==> src/rtl/mm_tile_control_if.sv <==
// Host-control and operand-read signal bundle for the matrix-multiply tile sequencer.
// Field widths are derived from the same geometry parameters as the sequencer itself.
interface mm_tile_control_if #(
  parameter int N1    = 4,
  parameter int N2    = 4,
  parameter int ROWS  = 8,
  parameter int INNER = 8,
  parameter int COLS  = 8
);
  localparam int KW  = (INNER > 1) ? $clog2(INNER) : 1;
  localparam int SAW = (ROWS / N1 > 1) ? $clog2(ROWS / N1) : 1;
  localparam int SBW = (COLS / N2 > 1) ? $clog2(COLS / N2) : 1;
  localparam int AAW = (ROWS * INNER / N1 > 1) ? $clog2(ROWS * INNER / N1) : 1;
  localparam int BAW = (COLS * INNER / N2 > 1) ? $clog2(COLS * INNER / N2) : 1;

  logic           start;
  logic           stall;
  logic           busy;
  logic           done;
  logic           rd_en;
  logic [KW-1:0]  k_cntr;
  logic [SAW-1:0] slice_cntr_A;
  logic [SBW-1:0] slice_cntr_B;
  logic [AAW-1:0] rd_addr_A;
  logic [BAW-1:0] rd_addr_B;
  logic           first_k;
  logic           last_k;
  logic           tile_done;

  modport master (
    output start, stall,
    input  busy, done, rd_en, k_cntr, slice_cntr_A, slice_cntr_B,
           rd_addr_A, rd_addr_B, first_k, last_k, tile_done
  );

  modport slave (
    input  start, stall,
    output busy, done, rd_en, k_cntr, slice_cntr_A, slice_cntr_B,
           rd_addr_A, rd_addr_B, first_k, last_k, tile_done
  );
endinterface

==> src/rtl/mm_tile_control.sv <==
// Run-time sequencer for the N1 x N2 systolic array: walks every (A-slice, B-slice)
// tile pair, streams INNER operand addresses per tile, then drains the array.
module mm_tile_control #(
  parameter int N1        = 4,
  parameter int N2        = 4,
  parameter int ROWS      = 8,
  parameter int INNER     = 8,
  parameter int COLS      = 8,
  parameter int DRAIN_CYC = N1 + N2 - 2
) (
  input  logic             clk,
  input  logic             rst,
  mm_tile_control_if.slave bus
);
  localparam int NSA = ROWS / N1;
  localparam int NSB = COLS / N2;
  localparam int KW  = (INNER > 1) ? $clog2(INNER) : 1;
  localparam int SAW = (NSA > 1) ? $clog2(NSA) : 1;
  localparam int SBW = (NSB > 1) ? $clog2(NSB) : 1;
  localparam int AAW = (ROWS * INNER / N1 > 1) ? $clog2(ROWS * INNER / N1) : 1;
  localparam int BAW = (COLS * INNER / N2 > 1) ? $clog2(COLS * INNER / N2) : 1;
  localparam int DW  = (DRAIN_CYC > 1) ? $clog2(DRAIN_CYC) : 1;

  if (N1 < 1 || N2 < 1 || INNER < 1 || DRAIN_CYC < 0 ||
      ROWS % N1 != 0 || COLS % N2 != 0 || ROWS < N1 || COLS < N2) begin : g_bad_params
    $error("mm_tile_control: illegal geometry parameters");
  end

  typedef enum logic [1:0] {S_IDLE, S_RUN, S_DRAIN, S_DONE} state_t;

  state_t         r_state;
  logic [KW-1:0]  r_k;
  logic [DW-1:0]  r_d;
  logic [SAW-1:0] r_sa;
  logic [SBW-1:0] r_sb;

  state_t         w_end_state;
  logic [SAW-1:0] w_end_sa;
  logic [SBW-1:0] w_end_sb;
  logic           w_last_k_idx;
  logic           w_last_d;
  logic           w_rd_en;

  assign w_last_k_idx = (r_k == KW'(INNER - 1));
  assign w_last_d     = (r_d == DW'(DRAIN_CYC - 1));

  // Tile-end successor: B slice is the inner loop so each A slice is reused across all of B.
  always_comb begin
    w_end_state = S_RUN;
    w_end_sa    = r_sa;
    w_end_sb    = r_sb;
    if (r_sb != SBW'(NSB - 1)) begin
      w_end_sb = r_sb + SBW'(1);
    end else if (r_sa != SAW'(NSA - 1)) begin
      w_end_sb = '0;
      w_end_sa = r_sa + SAW'(1);
    end else begin
      w_end_state = S_DONE;
    end
  end

  // Stall freezes everything except IDLE, where a start must still be accepted.
  always_ff @(posedge clk or negedge rst) begin
    if (!rst) begin
      r_state <= S_IDLE;
      r_k     <= '0;
      r_d     <= '0;
      r_sa    <= '0;
      r_sb    <= '0;
    end else if (r_state == S_IDLE) begin
      if (bus.start) begin
        r_state <= S_RUN;
        r_k     <= '0;
        r_d     <= '0;
        r_sa    <= '0;
        r_sb    <= '0;
      end
    end else if (!bus.stall) begin
      case (r_state)
        S_RUN: begin
          if (w_last_k_idx) begin
            r_k <= '0;
            if (DRAIN_CYC > 0) begin
              r_state <= S_DRAIN;
              r_d     <= '0;
            end else begin
              r_state <= w_end_state;
              r_sa    <= w_end_sa;
              r_sb    <= w_end_sb;
            end
          end else begin
            r_k <= r_k + KW'(1);
          end
        end
        S_DRAIN: begin
          if (w_last_d) begin
            r_d     <= '0;
            r_state <= w_end_state;
            r_sa    <= w_end_sa;
            r_sb    <= w_end_sb;
          end else begin
            r_d <= r_d + DW'(1);
          end
        end
        S_DONE:  r_state <= S_IDLE;
        default: r_state <= S_IDLE;
      endcase
    end
  end

  assign w_rd_en          = (r_state == S_RUN) && !bus.stall;
  assign bus.rd_en        = w_rd_en;
  assign bus.busy         = (r_state != S_IDLE);
  assign bus.done         = (r_state == S_DONE) && !bus.stall;
  assign bus.first_k      = w_rd_en && (r_k == '0);
  assign bus.last_k       = w_rd_en && w_last_k_idx;
  assign bus.tile_done    = (DRAIN_CYC > 0) ? ((r_state == S_DRAIN) && !bus.stall && w_last_d)
                                            : (w_rd_en && w_last_k_idx);
  assign bus.k_cntr       = r_k;
  assign bus.slice_cntr_A = r_sa;
  assign bus.slice_cntr_B = r_sb;
  assign bus.rd_addr_A    = AAW'(r_sa) * AAW'(INNER) + AAW'(r_k);
  assign bus.rd_addr_B    = BAW'(r_sb) * BAW'(INNER) + BAW'(r_k);
endmodule

==> src/flat_wrapper.sv <==
// flat-port wrapper written by rule: the top's interface ports become plain ports
module mm_tile_control_flat 
#(
  parameter int N1        = 4,
  parameter int N2        = 4,
  parameter int ROWS      = 8,
  parameter int INNER     = 8,
  parameter int COLS      = 8,
  parameter int DRAIN_CYC = N1 + N2 - 2
)
  (clk, rst, bus_start, bus_stall, bus_busy, bus_done, bus_rd_en, bus_k_cntr, bus_slice_cntr_A, bus_slice_cntr_B, bus_rd_addr_A, bus_rd_addr_B, bus_first_k, bus_last_k, bus_tile_done);
  mm_tile_control_if #(.N1(N1), .N2(N2), .ROWS(ROWS), .INNER(INNER), .COLS(COLS)) bus_i ();
  input  logic clk;
  input  logic rst;
  input wire logic [$bits(bus_i.start)-1:0] bus_start;
  input wire logic [$bits(bus_i.stall)-1:0] bus_stall;
  output wire logic [$bits(bus_i.busy)-1:0] bus_busy;
  output wire logic [$bits(bus_i.done)-1:0] bus_done;
  output wire logic [$bits(bus_i.rd_en)-1:0] bus_rd_en;
  output wire logic [$bits(bus_i.k_cntr)-1:0] bus_k_cntr;
  output wire logic [$bits(bus_i.slice_cntr_A)-1:0] bus_slice_cntr_A;
  output wire logic [$bits(bus_i.slice_cntr_B)-1:0] bus_slice_cntr_B;
  output wire logic [$bits(bus_i.rd_addr_A)-1:0] bus_rd_addr_A;
  output wire logic [$bits(bus_i.rd_addr_B)-1:0] bus_rd_addr_B;
  output wire logic [$bits(bus_i.first_k)-1:0] bus_first_k;
  output wire logic [$bits(bus_i.last_k)-1:0] bus_last_k;
  output wire logic [$bits(bus_i.tile_done)-1:0] bus_tile_done;
  assign bus_i.start = bus_start;
  assign bus_i.stall = bus_stall;
  assign bus_busy = bus_i.busy;
  assign bus_done = bus_i.done;
  assign bus_rd_en = bus_i.rd_en;
  assign bus_k_cntr = bus_i.k_cntr;
  assign bus_slice_cntr_A = bus_i.slice_cntr_A;
  assign bus_slice_cntr_B = bus_i.slice_cntr_B;
  assign bus_rd_addr_A = bus_i.rd_addr_A;
  assign bus_rd_addr_B = bus_i.rd_addr_B;
  assign bus_first_k = bus_i.first_k;
  assign bus_last_k = bus_i.last_k;
  assign bus_tile_done = bus_i.tile_done;
  mm_tile_control #(.N1(N1), .N2(N2), .ROWS(ROWS), .INNER(INNER), .COLS(COLS), .DRAIN_CYC(DRAIN_CYC)) u_core (.clk(clk), .rst(rst), .bus(bus_i));
endmodule
==> config.mk <==
export PLATFORM = sky130hd
export DESIGN_NAME = mm_tile_control_flat
export DESIGN_NICKNAME = d
export VERILOG_FILES = /design/src/rtl/mm_tile_control_if.sv /design/src/rtl/mm_tile_control.sv /design/src/flat_wrapper.sv
export SDC_FILE = /design/constraint.sdc
export NUM_CORES = 1
export LEC_CHECK = 0
export BUFFER_PORTS_ARGS = -buffer_cell sky130_fd_sc_hd__buf_4
export CAP_MARGIN = 20
export CORE_MARGIN = 4
export CORE_UTILIZATION = 44
export CTS_CLUSTER_DIAMETER = 60
export DETAILED_ROUTE_END_ITERATION = 10
export PLACE_DENSITY = 0.78
export SYNTH_ARGS = -nofsm -noshare
export SYNTH_HDL_FRONTEND = slang
export SYNTH_SLANG_ARGS = --single-unit
export TNS_END_PERCENT = 10
==> constraint.sdc <==
create_clock -name clk -period 1.7 [get_ports clk]
set_input_delay 0.425 -clock clk [delete_from_list [all_inputs] [get_ports clk]]
set_output_delay 0.425 -clock clk [all_outputs]
set_load 0.01 [all_outputs]
==> results.py, run 1 <==
metrics = {
    "logic_synthesis": {
        "synth-simple-area-share_pct": 18.8,
        "synth_adder_area_share_pct": 14.8,
        "yosys.area_share.xor_xnor_pct": 0,
        "synth_compound_area_share_pct": 18.1,
        "synth_nets": 91,
        "synth_commonest_cells": "dfrtp_1, ha_1, buf_4",
        "avgSynthCellArea_um2": 9.75,
        "synthesis.instances": 78,
        "syn_area_um2": 761,
        "async_flop_share_pct": 100,
        "yosysSeqAreaShare_pct": 32.9,
        "synth_top_flop_cell": "dfrtp_1",
        "synth_top_area_share_pct": 32.9,
        "synth_cell_types": 34,
        "synthMuxAreaShare_pct": 2.63,
        "synth_top_family_by_area": "simple AND/OR/NAND/NOR gates",
        "synth_edf_count": 0,
        "synth.area.top_cells": "dfrtp_1, ha_1, buf_4, inv_1, nand2_1",
        "yosysWarningCount": 0,
        "ys_seq_elements": 10,
        "yosysMostFrequentCell": "dfrtp_1",
        "synth_area_leader_cell": "dfrtp_1",
    },
    "power": {
        "power_density_nw_per_um2": 1540,
        "peakVddDrop_mv": 0.908,
        "leakage_uw": 0.000514,
    },
    "final_layout": {
        "num_antenna_cells": 0,
        "multiInputGateArea_um2": 447,
        "fin_nets": 121,
        "drive_gt1_share_pct": 50.9,
        "seq_area_um2": 251,
        "n_fill_cell": 128,
        "stdcell_area_um2": 1030,
        "final_cells": 122,
        "areaGrowthSynthToFinish_pct": 35.2,
        "fin_util_pct": 65.2,
    },
    "clock_network": {
        "clk_path_buf_depth": 2,
        "cts.htree.levels": 1,
        "cts.sinks": 10,
        "clk_latency_ns": 0.27,
        "cts-root-buf": "clkbuf_4",
        "cts_tree": "built",
        "cts_made_buffers": 3,
        "clk_pin_slew_ns": 0.06,
    },
    "floorplanning": {
        "io_pins": 23,
        "die_w_um": 49.6,
        "initial_core_util_pct": 48.3,
        "die_h_um": 49.6,
        "dieArea_um2": 2460,
        "row_count": 14,
        "coreArea_um2": 1580,
    },
    "timing": {
        "max_slew_margin_pct": 84.1,
        "worst_pin_slew_ns": 0.238,
        "drv_slew": 0,
        "setup_viol": 6,
        "finClkSkew_ns": 0.00854,
        "fmax_mhz": 570,
        "hold_viol_final": 0,
        "layout_worst_path_cycle_share_pct": 103,
        "holdWs_ns": 0.366,
        "rsz0062_at_grt": "yes",
        "layout_setup_ws_ns": -0.0535,
        "min_period_ns": 1.75,
    },
    "grt": {
        "grt_pass1_wl_mm": 2.90,
        "grt_max_degree": 11,
        "grt_pass1_vias": 646,
        "gr-total-overflow": 0,
        "antenna_found_initial": 0,
        "track_usage_pct": 15.4,
    },
    "worst_setup_path": {
        "crit_path_cell_trace": "inv_2 > ha_4 > nor2b_4 > and3b_1 > buf_4",
        "r2r_start": "u_core.bus.k_cntr[0]$_DFFE_PN0P_",
        "max_stage_delay_ns": 0.39,
        "path_max_fanout": 4,
        "reg2reg_depth": 6,
        "critical_path_class": "reg -> out",
        "critPathLaunch": "u_core.r_state[1]$_DFFE_PN0P_",
        "crit_path_top_delay_cell": "dfrtp_1",
        "cp.depth": 5,
        "cp-end-kind": "primary output",
        "worstPathRequired_ns": 1.27,
        "path_buf_inv": 2,
        "cp-start-kind": "flip-flop",
        "critPathTopFamily": "flip-flops",
        "critPathArrivalTime_ns": 1.33,
    },
    "drt": {
        "wl_per_cell_um": 14.2,
        "routed_wl_mm": 1.73,
        "drt-initial-drc-count": 6,
        "viasPerCell": 5.35,
        "drc": 0,
        "via_count": 653,
        "dr.pass1.iters": 2,
        "ant_nets": 0,
    },
    "placed_design": {
        "place_inst": 114,
        "place_ws_ns": 0.00581,
        "portBuffers": 22,
        "placed_cell_area_um2": 927,
        "dp_hpwl_mm": 1.27,
        "place_congestion": 0.812,
    },
    "min_path": {
        "worstHoldStart": "bus_start",
        "hold_path.class": "in -> reg",
        "hold_depth": 2,
    },
    "status": {
        "outcome": "complete, but fails checks",
        "violations": "negative setup slack",
    },
    "job": {
        "drv_cap": 0,
    },
}
-- per-layer routing --
metal | part of all wire, % | vias up | GRT usage (%) | wire length [um]
met1 | 41 | 309 | 17.3 | 706
li1 | - | 321 | - | -
met5 | 0 | - | 0 | 0
met3 | 6.5 | 4 | 5.42 | 112
met2 | 52 | 19 | 27.1 | 899
met4 | 0.81 | 0 | 4.15 | 14
-- sequential cells by signal, indices dropped and copies added (netlist names) --
| register | count |
|---|---|
| u_core.bus.k_cntr | 3 |
| u_core.bus.slice_cntr_A | 1 |
| u_core.bus.slice_cntr_B | 1 |
| u_core.r_d | 3 |
| u_core.r_state | 2 |
-- path summary, 6_finish.rpt --
kind	endpoint	slack, ns
min in group asynchronous	u_core.bus.k_cntr[0]$_DFFE_PN0P_	0.52
setup reg to reg	u_core.r_state[0]$_DFFE_PN0P_	0.07
hold / removal	u_core.bus.k_cntr[2]$_DFFE_PN0P_	0.37
hold reg to reg	u_core.r_d[2]$_DFFE_PN0P_	0.56
setup / recovery	bus_first_k	-0.05
max in group asynchronous	u_core.r_state[0]$_DFFE_PN0P_	1.01
-- cell usage in the layout (no fill, tap or decap), types with 2 or more instances in the layout --
cell      Yosys  routed
nor2b_1       2       2
o22ai_1       2       2
ha_2          0       3
ha_1          9       5
a22o_1        2       2
buf_4         8      32
clkbuf_4      0       3
inv_2         0       2
nand2_1       6       6
and2_4        1       2
a21oi_1       3       3
nor2_1        3       3
mux2i_1       2       2
inv_1         7       5
dfrtp_1      10       9
-- report_power, final --
group / switching, uW / internal [uW] / total, uW
logic: 506 / 551 / 1060
clock network: 77.5 / 81.6 / 159
registers: 59.2 / 305 / 364
total: 642 / 937 / 1580
-- kinds of logic (layout without fill, tap and decap cells) --
| group | count (synthesis) | in the layout |
|---|---|---|
| compound gates | 17 | 17 |
| simple gates | 24 | 24 |
| buf+inv | 16 | 44 |
| flops | 10 | 10 |
| fa+ha+maj | 9 | 9 |
| mux | 2 | 2 |
-- cell type report --
cell class | instances | area share (%)
clock buffers | 3 | 2.19
inverters | 7 | 2.55
multi-input cells | 52 | 43.4
flip-flops and latches | 10 | 24.5
well taps | 16 | 1.95
repair buffers | 34 | 25.4
-- metrics by stage --
step | power [uW] | setup TNS (ns)
after floorplan | 1010 | 0
after global placement | 1290 | 0
after detailed placement | 1320 | 0
after CTS | 1570 | -0.212
after global routing | 1710 | -0.657
final | 1580 | -0.203
-- timing repair --
item | in CTS | in global routing
setup endpoints to repair | 6 | 7
setup buffers | 3 | 1
resized for setup | 8 | 4
hold buffers | 1 | 0
endpoints found under the hold margin | 10 | 0
Note: power is estimated with default switching activity, not from simulation.
==> inputs of run 2 (changes only) <==
--- a/config.mk
+++ b/config.mk
@@ -5,13 +5,15 @@
 export SDC_FILE = /design/constraint.sdc
 export NUM_CORES = 1
 export LEC_CHECK = 0
+export ABC_AREA = 1
 export BUFFER_PORTS_ARGS = -buffer_cell sky130_fd_sc_hd__buf_4
 export CAP_MARGIN = 20
 export CORE_MARGIN = 4
-export CORE_UTILIZATION = 44
+export CORE_UTILIZATION = 45
 export CTS_CLUSTER_DIAMETER = 60
 export DETAILED_ROUTE_END_ITERATION = 10
 export PLACE_DENSITY = 0.78
+export SLEW_MARGIN = 40
 export SYNTH_ARGS = -nofsm -noshare
 export SYNTH_HDL_FRONTEND = slang
 export SYNTH_SLANG_ARGS = --single-unit
==> results.py, run 2 <==
metrics = {
    "drt": {
        "drc": 0,
        "drt-initial-drc-count": 9,
        "ant_nets": 0,
        "viasPerCell": 4.86,
        "dr.pass1.iters": 4,
        "via_count": 816,
        "wl_per_cell_um": 12.0,
        "routed_wl_mm": 2.01,
    },
    "timing": {
        "worst_pin_slew_ns": 0.286,
        "setup_viol": 5,
        "layout_setup_ws_ns": -0.0330,
        "fmax_mhz": 577,
        "tns_ns": -0.129,
        "max_slew_margin_pct": 80.9,
        "finClkSkew_ns": 0.00651,
        "layout_worst_path_cycle_share_pct": 102,
        "rsz0062_at_grt": "yes",
        "min_period_ns": 1.73,
        "hold_viol_final": 0,
        "drv_slew": 0,
    },
    "grt": {
        "grt_max_degree": 11,
        "gr-total-overflow": 0,
        "grt_pass1_vias": 761,
        "antenna_found_initial": 0,
        "track_usage_pct": 17.0,
        "grt_pass1_wl_mm": 3.20,
    },
    "worst_setup_path": {
        "critPathArrivalTime_ns": 1.31,
        "path_max_fanout": 6,
        "setup.worst_path.end": "bus_busy",
        "rrSetupSlack_ns": 0.12,
        "r2r_start": "u_core.r_state[1]$_DFFE_PN0P_",
        "critical_path_class": "reg -> out",
        "worstPathRequired_ns": 1.27,
        "cp-end-kind": "primary output",
        "worstReg2RegEnd": "u_core.r_d[0]$_DFFE_PN0P_",
        "cp-start-kind": "flip-flop",
        "critPathLaunch": "u_core.r_state[0]$_DFFE_PN0P_",
        "reg2reg_depth": 10,
    },
    "logic_synthesis": {
        "synth_cell_types": 17,
        "ys_seq_elements": 10,
        "syn_area_um2": 813,
        "synthesis.instances": 113,
        "yosysSeqAreaShare_pct": 30.8,
        "avgSynthCellArea_um2": 7.20,
        "synth.area.top_cells": "dfrtp_1, ha_1, nand2_1, inv_1, buf_4",
        "yosysMostFrequentCell": "nand2_1",
        "synth_top_area_share_pct": 30.8,
        "synth_nets": 126,
        "async_flop_share_pct": 100,
        "synth_top_flop_cell": "dfrtp_1",
        "synth_commonest_cells": "nand2_1, inv_1, dfrtp_1, nand3_1, ha_1",
        "synth_edf_count": 0,
        "synth_area_leader_cell": "dfrtp_1",
        "yosysWarningCount": 0,
    },
    "final_layout": {
        "layout_commonest_cell": "buf_4",
        "seq_area_um2": 251,
        "fin_util_pct": 65.7,
        "mostFrequentLayoutCells": "buf_4, nand2_1, inv_2, inv_1, nand3_1",
        "areaGrowthSynthToFinish_pct": 39.5,
        "num_antenna_cells": 0,
        "stdcell_area_um2": 1130,
        "fin_nets": 158,
        "multiInputGateArea_um2": 474,
        "n_fill_cell": 156,
        "drive_gt1_share_pct": 45.5,
    },
    "floorplanning": {
        "die_h_um": 50.5,
        "die_w_um": 50.5,
        "coreArea_um2": 1730,
        "dieArea_um2": 2550,
        "io_pins": 23,
        "initial_core_util_pct": 47.1,
        "row_count": 15,
    },
    "min_path": {
        "worstHoldStart": "bus_start",
        "hold_path.class": "in -> reg",
    },
    "power": {
        "power_density_nw_per_um2": 1640,
        "peakVddDrop_mv": 0.967,
        "leakage_uw": 0.000603,
    },
    "clock_network": {
        "cts.sinks": 10,
        "cts_tree": "built",
        "cts-root-buf": "clkbuf_4",
        "clk_latency_ns": 0.28,
        "clk_path_buf_depth": 2,
        "cts_made_buffers": 3,
        "cts.htree.levels": 1,
        "clk_pin_slew_ns": 0.07,
    },
    "placed_design": {
        "placed_cell_area_um2": 961,
        "dp_hpwl_mm": 1.36,
        "place_ws_ns": 0.124,
        "place_congestion": 0.812,
        "portBuffers": 22,
    },
    "job": {
        "drv_cap": 0,
    },
    "status": {
        "outcome": "complete, but fails checks",
        "violations": "negative setup slack",
    },
}
run 2: layout make-up:
cell class,instances,share of cell area (%)
Inverter,20,6.62
Multi-Input combinational cell,74,41.8
Clock buffer,3,1.98
Timing Repair Buffer,36,24.7
Tap cell,25,2.76
Sequential cell,10,22.2
run 2: per-stage QoR:
step,instances,power (uW),hold slack (ns)
after CTS,166,1710,0.418
after floorplan,113,1120,0.129
after global routing,168,2030,0.429
final,168,1860,0.426
after detailed placement,154,1390,0.265
after global placement,154,1360,0.264
run 2: worst min path at each step:
stage | to | slack, ns | cells after the start
final | u_core.bus.slice_cntr_A$_DFFE_PN0P_ | 0.43 | 4
after global routing | u_core.bus.slice_cntr_A$_DFFE_PN0P_ | 0.43 | 4
after CTS | u_core.bus.slice_cntr_A$_DFFE_PN0P_ | 0.42 | 4
after detailed placement | u_core.bus.k_cntr[1]$_DFFE_PN0P_ | 0.27 | 1
after global placement | u_core.bus.k_cntr[1]$_DFFE_PN0P_ | 0.26 | 1
after floorplan | u_core.bus.k_cntr[0]$_DFFE_PN0P_ | 0.13 | 0
run 2: kinds of logic after synthesis:
family / share of synthesized area [%]
compound gates: 6.46
flops: 30.8
fa+ha+maj: 13.8
buf+inv: 18.0
simple gates: 30.9
run 2: per-layer routing:
layer / global-route usage (%) / vias up / share of wire [%]
met1: 17.8 / 366 / 38
li1: - / 406 / -
met4: 9.42 / 0 / 3.0
met2: 31.3 / 36 / 53
met5: 0 / - / 0
met3: 3.26 / 8 / 6.1
run 2: critical path: stages (launching register included):
cell     delay, ns
dfrtp_2       0.44
inv_2         0.09
ha_2          0.25
inv_2         0.09
buf_4         0.15
run 2: power breakdown:
part	internal (uW)	switching, uW
registers	301	64.6
logic	578	747
clock network	82.2	88.4
total	961	900
run 2: timing repair:
action / CTS / global route
buffers inserted: 8 / 2
hold buffers: 1 / 0
hold endpoints to repair: 10 / 0
setup endpoints to repair: 5 / 6
pin swaps: 1 / 4
resized for setup: 7 / 16
==> inputs of run 3 (changes only) <==
--- a/config.mk
+++ b/config.mk
@@ -9,10 +9,10 @@
 export BUFFER_PORTS_ARGS = -buffer_cell sky130_fd_sc_hd__buf_4
 export CAP_MARGIN = 20
 export CORE_MARGIN = 4
-export CORE_UTILIZATION = 45
+export CORE_UTILIZATION = 50
 export CTS_CLUSTER_DIAMETER = 60
 export DETAILED_ROUTE_END_ITERATION = 10
-export PLACE_DENSITY = 0.78
+export PLACE_DENSITY = 0.82
 export SLEW_MARGIN = 40
 export SYNTH_ARGS = -nofsm -noshare
 export SYNTH_HDL_FRONTEND = slang
==> constraint.sdc (replaced) <==
create_clock -name clk -period 2.02 [get_ports clk]
set_input_delay 0.505 -clock clk [delete_from_list [all_inputs] [get_ports clk]]
set_output_delay 0.505 -clock clk [all_outputs]
set_load 0.01 [all_outputs]
==> results.py, run 3 (synthesized netlist as in run 2, its figures left out) <==
metrics = {
    "final_layout": {
        "mostFrequentLayoutCells": "nand2_1, buf_4, inv_1, nand3_1",
        "stdcell_area_um2": 998,
        "drive_gt1_share_pct": 32.6,
        "areaGrowthSynthToFinish_pct": 22.8,
        "num_antenna_cells": 0,
        "layout_commonest_cell": "nand2_1",
        "fin_nets": 146,
    },
    "timing": {
        "max_slew_margin_pct": 81.4,
        "rsz0062_at_grt": "yes",
        "setup_viol": 0,
        "hold_viol_final": 0,
        "worst_pin_slew_ns": 0.278,
        "drv_slew": 0,
        "layout_worst_path_cycle_share_pct": 95.9,
        "fmax_mhz": 516,
        "finClkSkew_ns": 0.00599,
        "holdWs_ns": 0.0368,
        "min_period_ns": 1.94,
    },
    "clock_network": {
        "cts_made_buffers": 3,
        "holdBufCountCts": 0,
        "cts_tree": "built",
        "clk_latency_ns": 0.28,
        "clk_pin_slew_ns": 0.07,
        "cts.htree.levels": 1,
        "cts-root-buf": "clkbuf_4",
        "cts.sinks": 10,
        "clk_path_buf_depth": 2,
    },
    "worst_setup_path": {
        "cp-end-kind": "primary output",
        "r2r_start": "u_core.r_state[0]$_DFFE_PN0P_",
        "worstPathRequired_ns": 1.51,
        "max_stage_delay_ns": 0.45,
        "critical_path_class": "reg -> out",
        "critPathArrivalTime_ns": 1.43,
        "crit_top_cell": "inv_2",
        "crit_path_cell_trace": "inv_2 > ha_1 > inv_2 > buf_4",
        "reg2reg_depth": 9,
        "cp-start-kind": "flip-flop",
        "path_max_fanout": 12,
        "rrSetupSlack_ns": 0.49,
        "worstReg2RegEnd": "u_core.r_d[0]$_DFFE_PN0P_",
        "crit_path_top_delay_cell": "dfrtp_2",
    },
    "grt": {
        "grt_max_degree": 13,
        "grt_pass1_wl_mm": 3.04,
        "antenna_found_initial": 0,
        "gr-total-overflow": 0,
        "grt_pass1_vias": 720,
        "track_usage_pct": 16.0,
    },
    "placed_design": {
        "portBuffers": 22,
        "placed_cell_area_um2": 927,
        "dp_hpwl_mm": 1.34,
        "place_congestion": 0.873,
    },
    "job": {
        "drv_cap": 0,
    },
    "floorplanning": {
        "die_h_um": 48.3,
        "io_pins": 23,
        "coreArea_um2": 1520,
        "dieArea_um2": 2340,
        "initial_core_util_pct": 53.4,
        "die_w_um": 48.3,
        "row_count": 14,
    },
    "status": {
        "outcome": "finished, final reports clean",
    },
    "power": {
        "switching_power_uw": 668,
        "combinationalPowerShare_pct": 62.4,
        "power_density_nw_per_um2": 1380,
        "p_int_uw": 710,
        "peakVddDrop_mv": 1.05,
        "clkPwrFrac_pct": 13.8,
        "sequentialPowerShare_pct": 23.8,
        "leakage_uw": 0.000554,
        "switching_share_pct": 48.5,
    },
    "drt": {
        "viasPerCell": 5.05,
        "dr.pass1.iters": 4,
        "ant_nets": 0,
        "routed_wl_mm": 1.69,
        "wl_per_cell_um": 11.4,
        "via_count": 748,
        "drt-initial-drc-count": 11,
        "drc": 0,
    },
    "min_path": {
        "hold_path.class": "in -> async",
    },
}
[run 3: cell count changes in the layout (fill, tap and decap cells not counted), sizes merged]
cell         previous run  this run
dlygate4sd3             1         0
clkbuf                  3         4
buf                    35        24
[run 3: worst max path at each step]
stage,startpoint,to,slack [ns],cells past startpoint
final,u_core.r_state[0]$_DFFE_PN0P_,bus_busy,0.08,4
after global routing,u_core.r_state[1]$_DFFE_PN0P_,bus_first_k,-0.01,7
after CTS,u_core.r_state[0]$_DFFE_PN0P_,bus_tile_done,0.01,5
after detailed placement,u_core.r_state[0]$_DFFE_PN0P_,bus_tile_done,0.28,5
after global placement,u_core.r_state[0]$_DFFE_PN0P_,bus_tile_done,0.30,5
after floorplan,u_core.r_state[1]$_DFFE_PN0P_,bus_first_k,0.37,6
[run 3: stage by stage]
stage | power [uW] | utilization, % | std cells | setup WS (ns) | setup TNS (ns)
2_1_floorplan | 943 | - | 113 | 0.373 | 0
3_3_place_gp | 1100 | 60.8 | 142 | 0.305 | 0
3_5_place_dp | 1130 | 60.8 | 142 | 0.279 | 0
4_1_cts | 1330 | 63.7 | 146 | 0.0109 | 0
5_1_grt | 1500 | 65.5 | 148 | -0.0103 | -0.0165
6_report | 1380 | 65.5 | 148 | 0.0821 | 0
[run 3: cell type report]
cell class,instances,area [um2]
Fill cell,126,526
Multi-Input combinational cell,74,434
Sequential cell,10,253
Timing Repair Buffer,24,180
Inverter,20,75.1
Clock buffer,4,36.3
Tap cell,16,20.0
[run 3: power groups by stage]
stage	logic [uW]	clock network [uW]	registers, uW
5_1_grt	963	202	338
3_3_place_gp	785	0	317
3_5_place_dp	801	0	325
4_1_cts	816	192	321
6_report	859	190	328
2_1_floorplan	619	0	324
[run 3: what timing repair did]
action	in CTS	in global routing
setup buffers	0	2
gates cloned	0	0
endpoints found under the setup margin	2	4
resized for setup	2	5
[run 3: worst max-delay path: cells and delay by family (launching register included)]
kind                       cells  cell delay [ns]
adders and majority gates      1             0.28
buffers and inverters          3             0.42
DFF                            1             0.45
[run 3: layer usage]
metal / track usage [%] / wire length (um) / vias to the layer above
met3: 5.21 / 114 / 4
li1: - / - / 380
met5: 0 / 0 / -
met2: 26.1 / 821 / 30
met1: 18.3 / 716 / 334
met4: 8.29 / 33 / 0
